==> config.mk <==
export PLATFORM = sky130hd
export DESIGN_NAME = alu_pipe
export DESIGN_NICKNAME = d
export VERILOG_FILES = /design/src/rtl/alu_pipe.sv
export SDC_FILE = /design/constraint.sdc
export NUM_CORES = 1
export LEC_CHECK = 0
export CAP_MARGIN = 40
export CORE_MARGIN = 3
export CORE_UTILIZATION = 56
export DETAILED_ROUTE_END_ITERATION = 12
export PLACE_DENSITY = 0.81
export SETUP_SLACK_MARGIN = 0.4
export SLEW_MARGIN = 20
export SYNTH_ARGS = -nofsm -noshare
export SYNTH_HDL_FRONTEND = slang
export SYNTH_SLANG_ARGS = --single-unit
==> constraint.sdc <==
create_clock -name clk -period 3.1 [get_ports clk]
set_clock_uncertainty 0.1 [all_clocks]
set_input_delay 0.31 -clock clk [delete_from_list [all_inputs] [get_ports clk]]
set_output_delay 0.31 -clock clk [all_outputs]
set_load 0.05 [all_outputs]
==> src/rtl/alu_pipe.sv <==
// alu_pipe: two-stage pipelined ALU with valid/ready handshake, Z/C/V/N flags and idle SLEEP state.
module alu_pipe #(
  parameter int WIDTH       = 8,
  parameter int IDLE_CYCLES = 16,
  parameter int CNT_W       = 5
) (
  input  logic             clk,
  input  logic             rst_n,
  input  logic             en,
  input  logic             in_valid,
  output logic             in_ready,
  input  logic [2:0]       op,
  input  logic [WIDTH-1:0] a,
  input  logic [WIDTH-1:0] b,
  output logic             out_valid,
  input  logic             out_ready,
  output logic [WIDTH-1:0] y,
  output logic             zero,
  output logic             carry,
  output logic             ovf,
  output logic             neg,
  output logic             sleep
);
  localparam int M = WIDTH - 1;
  typedef enum logic {ACTIVE, SLEEP} state_t;
  state_t           state, state_nx;
  logic [CNT_W-1:0] cnt, cnt_nx;
  logic             s1_valid;
  logic [2:0]       s1_op;
  logic [WIDTH-1:0] s1_a, s1_b, r;
  logic [WIDTH:0]   sum, dif;
  logic             s2_adv, s1_adv, accept, idle, c, v;
  assign s2_adv   = !out_valid | out_ready;
  assign s1_adv   = s1_valid & s2_adv;
  assign in_ready = en & (state == ACTIVE) & (!s1_valid | s2_adv);
  assign accept   = in_valid & in_ready;
  assign idle     = !in_valid & !s1_valid & !out_valid;
  assign sleep    = state == SLEEP;
  assign sum      = {1'b0, s1_a} + {1'b0, s1_b};
  assign dif      = {1'b0, s1_a} - {1'b0, s1_b};
  always_comb begin
    r = '0;
    c = 1'b0;
    v = 1'b0;
    case (s1_op)
      3'd0: begin
        r = sum[M:0];
        c = sum[WIDTH];
        v = (s1_a[M] == s1_b[M]) & (r[M] != s1_a[M]);
      end
      3'd1: begin
        r = dif[M:0];
        c = dif[WIDTH];
        v = (s1_a[M] != s1_b[M]) & (r[M] != s1_a[M]);
      end
      3'd2: r = s1_a & s1_b;
      3'd3: r = s1_a | s1_b;
      3'd4: r = s1_a ^ s1_b;
      3'd5: r = ~s1_a;
      3'd6: begin
        r = {s1_a[M-1:0], 1'b0};
        c = s1_a[M];
      end
      default: begin
        r = {1'b0, s1_a[M:1]};
        c = s1_a[0];
      end
    endcase
  end
  // Idle counter only runs in ACTIVE; it stops at IDLE_CYCLES-1 because that value forces SLEEP.
  always_comb begin
    state_nx = state;
    cnt_nx   = '0;
    if (state == SLEEP) state_nx = (in_valid & en) ? ACTIVE : SLEEP;
    else if (idle) begin
      if (cnt >= CNT_W'(IDLE_CYCLES - 1)) state_nx = SLEEP;
      else cnt_nx = cnt + CNT_W'(1);
    end
  end
  always_ff @(posedge clk or negedge rst_n) begin
    if (!rst_n) begin
      state     <= ACTIVE;
      cnt       <= '0;
      s1_valid  <= 1'b0;
      s1_op     <= '0;
      s1_a      <= '0;
      s1_b      <= '0;
      out_valid <= 1'b0;
      y         <= '0;
      zero      <= 1'b0;
      carry     <= 1'b0;
      ovf       <= 1'b0;
      neg       <= 1'b0;
    end else begin
      state <= state_nx;
      cnt   <= cnt_nx;
      if (accept) begin
        s1_valid <= 1'b1;
        s1_op    <= op;
        s1_a     <= a;
        s1_b     <= b;
      end else if (s1_adv) s1_valid <= 1'b0;
      if (s2_adv) out_valid <= s1_valid;
      // Result registers load only when a real operation moves in, so they hold while idle.
      if (s1_adv) begin
        y     <= r;
        zero  <= r == '0;
        carry <= c;
        ovf   <= v;
        neg   <= r[M];
      end
    end
  end
endmodule

==> impl_metrics.py, run 1 <==
metrics = {
    "outcome": {
        "status": "complete, no violations",
    },
    "finish": {
        "syn2layout_area_growth_pct": 23.6,
        "final_area_um2": 3640,
        "final_util_pct": 74.2,
        "nets": 423,
        "drive_above_1_share_pct": 19.4,
        "multi_input_area_um2": 1890,
        "seq_area_um2": 957,
        "fillers": 381,
        "final_cell_count_no_fill": 439,
        "n_antenna_cell": 0,
    },
    "detailed_routing": {
        "detail-route-antenna-nets": 0,
        "routedWlPerCell_um": 16.8,
        "dr.pass1.iters": 6,
        "routed_via_density": 6.10,
        "via_count": 2677,
        "dr.first_iter.drc_count": 386,
        "remaining_drc_errors": 0,
        "wirelength_um": 7380,
    },
    "synthesis": {
        "syn-instance-count": 331,
        "async_flop_share_pct": 100,
        "synth_compound_area_share_pct": 20.8,
        "synth_area_um2": 2950,
        "synth.ff_latch_count": 38,
        "synth-simple-area-share_pct": 16.1,
        "synth_edf_count": 0,
        "avgSynthCellArea_um2": 8.91,
        "yosys-mux-area-fraction_pct": 10.3,
        "seq_area_frac_synth_pct": 32.3,
        "synth.distinct_cells": 55,
        "yosysWarnings": 0,
        "synthAdderAreaFrac_pct": 12.4,
        "synthFlopType": "dfrtp_1",
        "synthesis.nets": 383,
        "synth_top_family_by_area": "compound AO/OA/AOI/OAI gates",
        "synthXorXnorAreaFrac_pct": 1.49,
    },
    "sta": {
        "finalSetupViolCount": 0,
        "fin_ws_ns": 0.454,
        "drv_slew": 0,
        "hold_viol": 0,
        "rsz0062_at_grt": "true",
        "period_share_pct": 85.4,
        "min_period_ns": 2.65,
        "tightest_slew_ns": 0.563,
        "max_slew_margin_pct": 62.5,
        "clock.fmax_mhz": 378,
        "whs_ns": 0.384,
        "tns_ns": 0,
    },
    "clock_tree": {
        "clock_latency_ns": 0.30,
        "h-tree-depth": 2,
        "cts_tree": "done",
        "cts_sinks": 38,
        "clkTransAtPathRegs_ns": 0.08,
        "cts_buffers": 5,
        "cts_buffer_depth": 2,
        "cts_root_buffer": "clkbuf_8",
    },
    "hold_path": {
        "hp-class": "flop to flop",
        "min_path_cells": 2,
    },
    "die": {
        "die_height_um": 78.6,
        "dieArea_um2": 6170,
        "start_util_pct": 60.0,
        "core_um2": 4910,
        "pin_count": 39,
        "rows": 25,
        "fp.dieW_um": 78.6,
    },
    "power_and_ir_drop": {
        "switching_share_pct": 44.9,
        "p_seq_share_pct": 28.3,
        "clkPwrFrac_pct": 16.9,
        "combPwrFrac_pct": 54.8,
        "leakage_nw": 1.59,
        "vdd_ir_drop_max_mv": 0.382,
        "p_switching_mw": 1.15,
        "p_total_mw": 2.56,
        "intPower_mw": 1.41,
        "pwr_density_cell_nw_per_um2": 702,
    },
    "global_routing": {
        "grt_max_degree": 21,
        "grt_pass1_vias": 2534,
        "gr-usage-met1_pct": 34.0,
        "antenna_found_initial": 0,
        "grt_pass1_wl_um": 12200,
        "grt-ovfl-total": 0,
        "use_met3_pct": 5.62,
        "grt_use_met2_pct": 39.1,
        "track_usage_pct": 25.0,
        "grt_busiest_layer": "met2",
    },
    "place": {
        "finalWeightedCongestion": 0.929,
        "numPortBuffers": 38,
        "dp_cells": 426,
        "dp_slack_ns": 0.284,
        "place_area_um2": 3400,
        "hpwl_um": 5400,
    },
    "critical_path": {
        "reg2regPathDepth": 8,
        "critPathKind": "flop to flop",
        "worstPathArrival_ns": 2.73,
        "cp-end-kind": "flop",
        "critical_path.startpoint_type": "flop",
        "critPathMaxFanout": 9,
        "worst_ep_required_time_ns": 3.18,
    },
    "flow_run": {
        "cap_violations": 0,
    },
}
## repair_timing
item / 4_1_cts / 5_1_grt
cloned: 0 / 0
endpoints found under the setup margin: 1 / 4
setup buffers: 2 / 2
hold endpoints to repair: 19 / 0
pin swaps: 6 / 6
hold buffers: 1 / 0
gates resized for setup: 7 / 20
## cell type report
class | count | share of cell area, %
Timing Repair Buffer | 51 | 13.5
Sequential cell | 38 | 26.3
Inverter | 29 | 2.99
Clock inverter | 3 | 1.24
Multi-Input combinational cell | 246 | 51.8
Tap cell | 67 | 2.30
Clock buffer | 5 | 1.89
## kinds of logic (layout without fill, tap and decap cells)
group / after synthesis / in the layout
simple gates: 102 / 102
compound gates: 85 / 85
buf+inv: 47 / 88
flops: 38 / 38
fa+ha+maj: 28 / 28
mux: 26 / 26
xor+xnor: 5 / 5
## synthesized netlist by cell type (2+ instances only)
| library cell | instances | share of area, % |
|---|---|---|
| xnor2_1 | 4 | 1.2 |
| nor3_1 | 5 | 0.85 |
| clkbuf_1 | 8 | 1.0 |
| o21bai_1 | 3 | 0.76 |
| o221a_2 | 2 | 0.76 |
| o221ai_1 | 5 | 1.5 |
| ha_1 | 26 | 11 |
| or2_2 | 2 | 0.42 |
| o22ai_1 | 4 | 0.85 |
| o211ai_1 | 3 | 0.76 |
| nor4_1 | 2 | 0.42 |
| a211o_1 | 2 | 0.59 |
| o31ai_1 | 5 | 1.3 |
| a221oi_1 | 2 | 0.59 |
| nand4_1 | 3 | 0.64 |
| a21o_1 | 3 | 0.76 |
| a211oi_1 | 4 | 1.0 |
| nor2b_1 | 4 | 0.85 |
| a21oi_1 | 16 | 2.7 |
| fa_1 | 2 | 1.4 |
| a31oi_1 | 3 | 0.64 |
| mux2i_1 | 4 | 1.4 |
| inv_1 | 29 | 3.7 |
| nand2_1 | 34 | 4.3 |
| nand2b_1 | 7 | 1.5 |
| a2111oi_0 | 2 | 0.59 |
| mux2_2 | 21 | 8.0 |
| and3b_1 | 3 | 0.89 |
| nand3_1 | 6 | 1.0 |
| nor2_1 | 30 | 3.8 |
| o21ai_0 | 16 | 2.7 |
| dfrtp_1 | 38 | 32 |
| and3_1 | 2 | 0.42 |
| a22o_1 | 3 | 0.89 |
| buf_2 | 8 | 1.4 |
## power groups by stage
stage | sequential [mW] | combinational [mW] | clock (mW)
floorplan | 0.889 | 0.759 | 0
global placement | 0.723 | 1.25 | 0
detailed placement | 0.730 | 1.28 | 0
CTS | 0.720 | 1.31 | 0.441
global route | 0.741 | 1.50 | 0.463
finish | 0.722 | 1.40 | 0.432
## path summary, 6_finish.rpt
check	endpoint	slack [ns]	from
worst max-delay path	zero	0.45	s1_a[4]
worst min-delay path	y[5]	0.38	y[5]
worst max register to register	zero	0.45	s1_a[4]
worst min register to register	y[5]	0.38	y[5]
max in group asynchronous	s1_op[2]	2.02	rst_n
min in group asynchronous	y[5]	0.40	rst_n
## registers in the layout, indices dropped and copies added, names as in the netlist
register,flops
s1_a,8
s1_b,8
y,8
cnt,5
s1_op,3
carry,1
out_valid,1
ovf,1
s1_valid,1
sleep,1
zero,1
## layout by cell type, fill, tap and decap left out, types with 4 or more instances in the layout
master / synthesis / final
o31ai_1: 5 / 4
ha_1: 26 / 21
dfrtp_1: 38 / 33
nor2b_1: 4 / 4
a21oi_1: 16 / 15
xnor2_1: 4 / 4
o22ai_1: 4 / 4
mux2i_1: 4 / 4
o221ai_1: 5 / 5
inv_1: 29 / 29
nand3_1: 6 / 6
clkbuf_8: 0 / 5
nand2b_1: 7 / 7
o21ai_0: 16 / 14
mux2_2: 21 / 21
buf_4: 1 / 10
nor2_1: 30 / 30
nand2_1: 34 / 34
clkdlybuf4s50_1: 0 / 37
nor3_1: 5 / 5
dfrtp_2: 0 / 5
## metal layers
| metal | part of all wire (%) | wire length (um) |
|---|---|---|
| met5 | 0 | 0 |
| met4 | 2.4 | 175 |
| met3 | 8.8 | 647 |
| met2 | 46 | 3390 |
| met1 | 43 | 3170 |
## worst max-delay path, stage by stage, from the launching register on
cell and delay [ns]:
dfrtp_1 0.49, inv_1 0.08, ha_1 0.43, o311ai_1 0.38, nor2_1 0.16, or4_1 0.51
o2111ai_1 0.14, a21o_1 0.18, o31ai_2 0.06
Note: power is estimated with default switching activity, not from simulation.
==> inputs of run 2 (changes only) <==
--- a/config.mk
+++ b/config.mk
@@ -8,7 +8,6 @@
 export CAP_MARGIN = 40
 export CORE_MARGIN = 3
-export CORE_UTILIZATION = 56
+export CORE_UTILIZATION = 32
 export DETAILED_ROUTE_END_ITERATION = 12
-export PLACE_DENSITY = 0.81
 export SETUP_SLACK_MARGIN = 0.4
 export SLEW_MARGIN = 20
==> constraint.sdc (replaced) <==
create_clock -name clk -period 3.1 [get_ports clk]
set_clock_uncertainty 0.1 [all_clocks]
set_input_delay 0.62 -clock clk [delete_from_list [all_inputs] [get_ports clk]]
set_output_delay 0.62 -clock clk [all_outputs]
set_load 0.05 [all_outputs]
==> impl_metrics.py, run 2 (synthesis gave the netlist of run 1 again) <==
metrics = {
    "outcome": {
        "status": "complete, no violations",
    },
    "clock_tree": {
        "cts_buffers": 5,
        "holdBufCountCts": 0,
        "cts_buffer_depth": 2,
        "clkTransAtPathRegs_ns": 0.09,
        "cts_root_buffer": "clkbuf_8",
        "clock_latency_ns": 0.30,
        "h-tree-depth": 2,
        "cts_sinks": 38,
        "cts_tree": "done",
    },
    "critical_path": {
        "reg2reg_from": "s1_b[4]",
        "r2r-end": "zero",
        "critPathSlowestCell": "o311ai_0",
        "reg2reg_setup_slack_ns": 0.46,
        "reg2regPathDepth": 8,
        "cp-end-kind": "flop",
        "cpPeakStageDelay_ns": 0.49,
        "critPathKind": "flop to flop",
        "critical_path.startpoint_type": "flop",
        "worst_ep_required_time_ns": 3.19,
        "critPathMaxFanout": 9,
        "critPathTopFamily": "compound AO/OA/AOI/OAI gates",
        "path_buf_inv": 1,
        "crit_chain": "inv_1 -> ha_1 -> o311ai_0 -> nor2_1 -> o221a_2 -> a211oi_1 -> a21o_1 -> o31ai_2",
        "worstPathArrival_ns": 2.73,
    },
    "finish": {
        "syn2layout_area_growth_pct": 23.7,
        "n_antenna_cell": 0,
        "reg_top3": "s1_a (8), s1_b (8), y (8)",
        "mostFrequentLayoutCells": "36 x clkdlybuf4s50_1, 34 x nand2_1, 34 x dfrtp_1",
        "drive_above_1_share_pct": 19.4,
        "final_common_cell": "clkdlybuf4s50_1",
        "final_cell_count_no_fill": 480,
        "nets": 424,
    },
    "hold_path": {
        "hp-class": "input port to async pin",
    },
    "global_routing": {
        "grt_max_degree": 25,
        "grt_pass1_vias": 2508,
        "grt_pass1_wl_um": 12900,
        "track_usage_pct": 15.6,
        "grt-ovfl-total": 0,
        "antenna_found_initial": 0,
    },
    "detailed_routing": {
        "dr.pass1.iters": 5,
        "detail-route-antenna-nets": 0,
        "dr.first_iter.drc_count": 182,
        "wirelength_um": 7780,
        "via_count": 2600,
        "remaining_drc_errors": 0,
        "routedWlPerCell_um": 16.2,
        "routed_via_density": 5.42,
    },
    "sta": {
        "rsz0062_at_grt": "true",
        "whs_ns": 0.129,
        "tightest_slew_ns": 0.560,
        "hold_viol": 0,
        "fin_ws_ns": 0.460,
        "tns_ns": 0,
        "max_slew_margin_pct": 62.4,
        "drv_slew": 0,
        "finalSetupViolCount": 0,
        "period_share_pct": 85.1,
        "clock.fmax_mhz": 379,
        "min_period_ns": 2.64,
    },
    "power_and_ir_drop": {
        "pwr_density_cell_nw_per_um2": 668,
        "leakage_nw": 1.59,
        "p_total_mw": 2.43,
        "vdd_ir_drop_max_mv": 0.312,
    },
    "die": {
        "fp.dieW_um": 102,
        "rows": 34,
        "die_height_um": 102,
        "start_util_pct": 33.3,
        "core_um2": 8850,
        "pin_count": 39,
        "dieArea_um2": 10400,
    },
    "place": {
        "numPortBuffers": 38,
        "dp_slack_ns": 0.203,
        "hpwl_um": 5830,
        "finalWeightedCongestion": 0.947,
        "dp_cells": 469,
    },
    "flow_run": {
        "cap_violations": 0,
    },
}
[run 2: changes by cell type in the layout (fill, tap and decap cells not counted), sizes merged]
cell	delta
dlygate4sd3	-1
buf	+3
clkinvlp	-2
clkdlybuf4s50	-1
clkinv	+2
bufinv	-1
[run 2: cell type report]
type | count | area (um^2)
clock buffers | 5 | 68.8
inverters | 29 | 109
multi-input cells | 246 | 1880
clock inverters | 2 | 10.0
well taps | 108 | 135
flip-flops and latches | 38 | 956
repair buffers | 52 | 490
fillers | 894 | 5200
[run 2: worst max path at each step]
stage,slack [ns],startpoint,to,cells past startpoint
2_1_floorplan,0.46,s1_a[0],zero,9
3_3_place_gp,0.30,s1_a[0],zero,9
3_5_place_dp,0.20,s1_a[0],zero,9
4_1_cts,0.41,s1_b[1],zero,9
5_1_grt,0.36,s1_a[2],zero,9
6_report,0.46,s1_b[4],zero,8
[run 2: power by group]
group	switching, mW	internal, mW	total (mW)
sequential	0.115	0.600	0.715
clock	0.184	0.151	0.335
combinational	0.824	0.561	1.38
total	1.12	1.31	2.43
[run 2: metal layers]
metal | vias up | GRT usage, % | part of all wire, %
met5 | - | 0 | 0
met4 | 0 | 4.04 | 1.8
met3 | 15 | 2.94 | 4.9
met2 | 88 | 26.1 | 49
met1 | 1244 | 20.9 | 44
li1 | 1253 | - | -
[run 2: repair_timing]
| item | in CTS | in global routing |
|---|---|---|
| resized for setup | 10 | 13 |
| endpoints found under the setup margin | 1 | 3 |
| buffers inserted | 3 | 1 |
| pin swaps | 6 | 5 |
[run 2: stage by stage]
| step | util (%) | instance area, um^2 |
|---|---|---|
| floorplan | - | 2950 |
| global placement | 38.8 | 3440 |
| detailed placement | 39.1 | 3460 |
| CTS | 40.7 | 3600 |
| global route | 41.2 | 3650 |
| finish | 41.2 | 3650 |
